--- src/rtl/eth_irq_coalesce.sv ---
// Ethernet/DMA interrupt coalescer: it collects completion events and raises one level interrupt on a count threshold or a timeout.
// Optional statistics counter irq_count_o is enabled by defining ETH_IRQ_COAL_STATS_EN.
module eth_irq_coalesce #(
    parameter int CntWidth   = 8,
    parameter int TimerWidth = 16
) (
    input  logic                  clk_i,
    input  logic                  rst_ni,
    input  logic                  en_i,
    input  logic                  event_i,
    input  logic [CntWidth-1:0]   cnt_thresh_i,
    input  logic [TimerWidth-1:0] timeout_i,
    input  logic                  irq_ack_i,
    output logic                  irq_o,
    output logic [CntWidth-1:0]   pending_cnt_o,
    output logic [31:0]           irq_count_o
);

    typedef enum logic [1:0] {
        IDLE  = 2'd0,
        ACCUM = 2'd1,
        FIRE  = 2'd2
    } state_t;

    localparam logic [CntWidth-1:0]   CNT_ONE = CntWidth'(1);
    localparam logic [CntWidth-1:0]   CNT_MAX = {CntWidth{1'b1}};
    localparam logic [TimerWidth-1:0] TMR_MAX = {TimerWidth{1'b1}};

    state_t                  state_reg, state_next;
    logic [CntWidth-1:0]     pending_reg, pending_next;
    logic [TimerWidth-1:0]   timer_reg, timer_next;
    logic                    irq_reg;

    logic [CntWidth-1:0]     thresh_eff;
    logic [CntWidth:0]       pending_sum;
    logic [CntWidth-1:0]     pending_sat;
    logic [TimerWidth:0]     timer_sum;
    logic [TimerWidth-1:0]   timer_sat;
    logic                    fresh_fire;
    logic                    count_hit;
    logic                    time_hit;

    // Sums are one bit wider so that threshold and timeout compares never wrap.
    always_comb begin
        thresh_eff  = (cnt_thresh_i == '0) ? CNT_ONE : cnt_thresh_i;
        pending_sum = {1'b0, pending_reg} + {{CntWidth{1'b0}}, event_i};
        pending_sat = pending_sum[CntWidth] ? CNT_MAX : pending_sum[CntWidth-1:0];
        timer_sum   = {1'b0, timer_reg} + {{TimerWidth{1'b0}}, 1'b1};
        timer_sat   = timer_sum[TimerWidth] ? TMR_MAX : timer_sum[TimerWidth-1:0];
        fresh_fire  = !en_i || (thresh_eff == CNT_ONE);
        count_hit   = pending_sum >= {1'b0, thresh_eff};
        time_hit    = (timeout_i != '0) && (timer_sum >= {1'b0, timeout_i});
    end

    always_comb begin
        state_next   = state_reg;
        pending_next = pending_reg;
        timer_next   = timer_reg;
        case (state_reg)
            IDLE: begin
                if (event_i) begin
                    pending_next = CNT_ONE;
                    timer_next   = '0;
                    state_next   = fresh_fire ? FIRE : ACCUM;
                end
            end
            ACCUM: begin
                pending_next = pending_sat;
                timer_next   = timer_sat;
                if (!en_i || count_hit || time_hit) begin
                    state_next = FIRE;
                end
            end
            FIRE: begin
                pending_next = pending_sat;
                if (irq_ack_i) begin
                    timer_next = '0;
                    if (event_i) begin
                        // An event arriving with the ack opens a fresh window.
                        pending_next = CNT_ONE;
                        state_next   = fresh_fire ? FIRE : ACCUM;
                    end else begin
                        pending_next = '0;
                        state_next   = IDLE;
                    end
                end
            end
            default: begin
                state_next   = IDLE;
                pending_next = '0;
                timer_next   = '0;
            end
        endcase
    end

    always_ff @(posedge clk_i or negedge rst_ni) begin
        if (!rst_ni) begin
            state_reg   <= IDLE;
            pending_reg <= '0;
            timer_reg   <= '0;
            irq_reg     <= 1'b0;
        end else begin
            state_reg   <= state_next;
            pending_reg <= pending_next;
            timer_reg   <= timer_next;
            irq_reg     <= (state_next == FIRE);
        end
    end

    assign irq_o         = irq_reg;
    assign pending_cnt_o = pending_reg;

`ifdef ETH_IRQ_COAL_STATS_EN
    logic [31:0] irq_count_reg;
    logic        fire_entry;

    // FIRE re-entered straight from FIRE never dropped irq_o, so it is not a new assertion.
    assign fire_entry = (state_reg != FIRE) && (state_next == FIRE);

    always_ff @(posedge clk_i or negedge rst_ni) begin
        if (!rst_ni) begin
            irq_count_reg <= '0;
        end else if (fire_entry) begin
            irq_count_reg <= irq_count_reg + 32'd1;
        end
    end

    assign irq_count_o = irq_count_reg;
`else
    assign irq_count_o = 32'd0;
`endif

endmodule

--- config.mk ---
export PLATFORM = sky130hd
export DESIGN_NAME = eth_irq_coalesce
export DESIGN_NICKNAME = d
export VERILOG_FILES = /design/src/rtl/eth_irq_coalesce.sv
export SDC_FILE = /design/constraint.sdc
export NUM_CORES = 1
export LEC_CHECK = 0
export CORE_MARGIN = 2
export CORE_UTILIZATION = 30
export DETAILED_ROUTE_END_ITERATION = 16
export PLACE_DENSITY = 0.59
export SYNTH_ARGS = -nofsm -noshare
export SYNTH_HDL_FRONTEND = slang
export SYNTH_SLANG_ARGS = --single-unit
--- constraint.sdc ---
create_clock -name clk_i -period 3.55 [get_ports clk_i]
set_clock_uncertainty 0.05 [all_clocks]
set_input_delay 0.71 -clock clk_i [delete_from_list [all_inputs] [get_ports clk_i]]
set_output_delay 0.71 -clock clk_i [all_outputs]
set_load 0.03 [all_outputs]
==> metrics.log <==
[metrics] status: finished, final reports clean
[metrics] Core Footprint: 8680 um^2
[metrics] Setup CP Type: in -> reg
[metrics] HPWL reported at the end of detailed placement: 4870 um
[metrics] ratio of final minimum period to clock period: 90.7%
[metrics] Remaining DRCs: 0
[metrics] most frequent cells after synthesis: sky130_fd_sc_hd__inv_1 (34), sky130_fd_sc_hd__buf_4 (32), sky130_fd_sc_hd__o21ai_0 (29), sky130_fd_sc_hd__dfrtp_1 (27), sky130_fd_sc_hd__ha_1 (27)
[metrics] detailed-route wire length: 6130 um
[metrics] register bit total from synthesis: 27
[metrics] routability cong.: about 0.88
[metrics] width of the die: 98.2 um
[metrics] maximum number of pins on one net before global-route repair: 28
[metrics] overall power of the completed layout: ~960 uW
[metrics] number of nets in the layout: ~420
[metrics] pre-CTS worst setup slack: 35.0 ps
[metrics] cell at the root of the clock tree: sky130_fd_sc_hd__clkbuf_8
[metrics] initial standard-cell utilization of the core: 30.7%
[metrics] Cell Area, Placed: 3060 um^2
[metrics] Sw Share: between 40% and 50%
[metrics] worst vdd rail ir drop: 0.211 mV
[metrics] share of final-layout standard cells stronger than drive strength 1: 6.28%
[metrics] crit path time final: around 3200 ps
[metrics] worst-case hold path end point: pending_cnt_o[7]$_DFFE_PN0P_
[metrics] arrival time of data at the critical path endpoint: 3310 ps
[metrics] part of the power in registers: 39.2%
[metrics] source of the worst hold timing path: pending_cnt_o[7]$_DFFE_PN0P_
[metrics] overall global routing resource usage: 12.6%
[metrics] portion of total power attributed to combinational logic: 42.2%
[metrics] initial DRC count: 71
[metrics] leakage power: 0.00156 uW
[metrics] CTS Buf Count: 3
[metrics] total gr overflow: 0
[metrics] type of element capturing the critical path: register
[metrics] core occupancy in the finished layout: a little over a third
[metrics] Hold Path Depth: 2
[metrics] net switching power figure: 392 uW
[metrics] ratio of routed vias to standard cells: 4.85
[metrics] reported max-cap violation count: 0
[metrics] worst reg2reg path depth: 11
[metrics] Top FF cell, synth: sky130_fd_sc_hd__dfrtp_1
[metrics] area share of the largest cell type after synthesis: 25.4%
[metrics] number of I/O pins: 70
[metrics] number of slew-limit violations in the final report: 0
[metrics] number of detailed-route iterations in the first pass: 4
[metrics] most frequently used cell type in the post-synthesis netlist: sky130_fd_sc_hd__inv_1
[metrics] clock power share: 18.6%
[metrics] CTS clk-pin slew, worst paths: 100 ps
[metrics] H-tree depth: 1
[metrics] Yosys warning count: 0
[metrics] area added between synthesis and finish: 16.7%
[metrics] Ant. Diodes: 0
[metrics] count of hold buffers inserted by post-cts repair: 0
[metrics] first-pass GRT wire length: 10,200 um
[metrics] die area: 9650 um^2
[metrics] Required @ worst endpoint: 3640 ps
[metrics] synthesized cell area: 2660 um^2
[metrics] Reg2Reg Capture Point: state_reg[1]$_DFF_PN0_
[metrics] buffer levels on the longest clock path: 2
[metrics] flip-flop count of the largest register, all copies and words added: 16
[metrics] clock insertion delay at the later pin of the skew report: 280 ps
[metrics] final-report setup violation count: 0
[metrics] count of port buffers added during placement: 37
[metrics] Slew @ Worst Pin: 895 ps
[metrics] row count: 34
[metrics] clock tree from TritonCTS: built
[metrics] Final ANT Viol Nets: 0
[metrics] fraction of synthesis flops using an asynchronous set or reset pin: 100%
[metrics] Post CTS Setup Buffer Count: 0
[metrics] Num Clock Sinks: 27
[metrics] minimum setup slack among reg-to-reg paths: 450 ps
[metrics] Fmax achieved: 0.311 GHz
[metrics] RSZ-0062 raised after global routing: no
[metrics] crit path from: event_i
[metrics] height of the die: 98.2 um
[metrics] remaining max-slew budget at the tightest pin: between 30% and 40%
[metrics] vias in the first global route: 2,238
[metrics] number of enable-type register cells in the synthesized netlist: 0
[metrics] Post-Syn Area per Cell: 8.14 um^2
[metrics] share of the yosys chip area belonging to registers: ~25%
[metrics] design internal power: 566 uW
[metrics] main area contributors after synthesis: sky130_fd_sc_hd__dfrtp_1 (25%), sky130_fd_sc_hd__ha_1 (13%), sky130_fd_sc_hd__buf_4 (9.0%)
[metrics] gate count of the mapped netlist: roughly 330
[metrics] maximum fanout along the worst path: 3
[metrics] final non-filler cell area: a little over 3000 um^2
[metrics] Min-Delay Path Class: reg -> reg
[metrics] number of hold-slack violations in the final timing report: 0
[metrics] power per unit of standard cell area: 308 nW/um^2
[metrics] smallest setup slack after layout: 330 ps
[metrics] number of antenna violations at the first check in global routing: 0
[metrics] post-CTS resize count: 0
[metrics] post-route setup TNS: 0 ps
[metrics] Wirelength per Cell: 12.9 um
[metrics] critical path launch point type: primary input
[metrics] unique cell type count in the Yosys netlist: 48
[metrics] number of vias in the routed layout: 2,297
[metrics] worst reg2reg startpoint: timer_reg[0]$_DFFE_PN0P_
[metrics] leading area contributor after synthesis: sky130_fd_sc_hd__dfrtp_1
-- cell usage in the layout (no fill, tap or decap), types with 8 or more instances in the layout --
master and count:
sky130_fd_sc_hd__clkdlybuf4s50_1 37, sky130_fd_sc_hd__inv_1 34, sky130_fd_sc_hd__conb_1 32, sky130_fd_sc_hd__o21ai_0 29, sky130_fd_sc_hd__ha_1 27, sky130_fd_sc_hd__dfrtp_1 27
sky130_fd_sc_hd__nor2_1 21, sky130_fd_sc_hd__nand2_1 20, sky130_fd_sc_hd__nand3_1 15, sky130_fd_sc_hd__a21oi_1 15, sky130_fd_sc_hd__xor2_1 11, sky130_fd_sc_hd__xnor2_1 8
sky130_fd_sc_hd__nor3_1 8, sky130_fd_sc_hd__a22o_1 8
-- power groups by stage --
stage | combinational, uW | clock [uW] | sequential [uW]
finish | 404 | 179 | 375
global route | 450 | 195 | 382
detailed placement | 404 | 0 | 382
floorplan | 278 | 0 | 389
CTS | 408 | 188 | 376
global placement | 400 | 0 | 381
-- per-layer routing --
metal  global-route usage [%]  wire, um  up-vias
li1                         -         -     1164
met1                     17.5      3070     1077
met2                     21.3      2810       54
met3                     1.29       226        2
met4                     2.32        23        0
met5                        0         0        -
-- stage by stage --
step / std cells / hold WS, ps
global route: 474 / 547
CTS: 474 / 507
detailed placement: 470 / 478
global placement: 470 / 462
finish: 474 / 495
floorplan: 358 / 364
-- area by class of cell --
cell class / instances / area, um^2
fill: 929 / 5570
sequential: 27 / 676
timing repair buffer: 44 / 423
clock inverter: 1 / 5.00
multi-input combinational: 257 / 1700
inverter: 34 / 128
clock buffer: 3 / 41.3
tap: 108 / 135
-- critical path, stage by stage --
cell and delay (ps):
sky130_fd_sc_hd__clkdlybuf4s50_1 480, sky130_fd_sc_hd__ha_1 180, sky130_fd_sc_hd__ha_1 170, sky130_fd_sc_hd__nand3_1 150, sky130_fd_sc_hd__nor2_1 210, sky130_fd_sc_hd__xor2_1 160, sky130_fd_sc_hd__ha_1 240, sky130_fd_sc_hd__o21ai_0 200
sky130_fd_sc_hd__nor2_1 70, sky130_fd_sc_hd__nor4b_1 420, sky130_fd_sc_hd__nand3_1 160, sky130_fd_sc_hd__a2bb2oi_1 160
-- worst max-delay path by stage --
| stage | cells after the start | to |
|---|---|---|
| floorplan | 11 | irq_o$_DFF_PN0_ |
| global placement | 12 | state_reg[1]$_DFF_PN0_ |
| detailed placement | 12 | state_reg[1]$_DFF_PN0_ |
| CTS | 12 | state_reg[1]$_DFF_PN0_ |
| global route | 12 | irq_o$_DFF_PN0_ |
| finish | 12 | state_reg[1]$_DFF_PN0_ |
-- kinds of logic after synthesis --
logic type	synth area share (%)
compound gates	20.3
xor+xnor	6.25
fa+ha+maj	12.7
other cells	0.141
buf+inv	15.1
flops	25.4
simple gates	20.2
(Power assumes the default switching activity.)
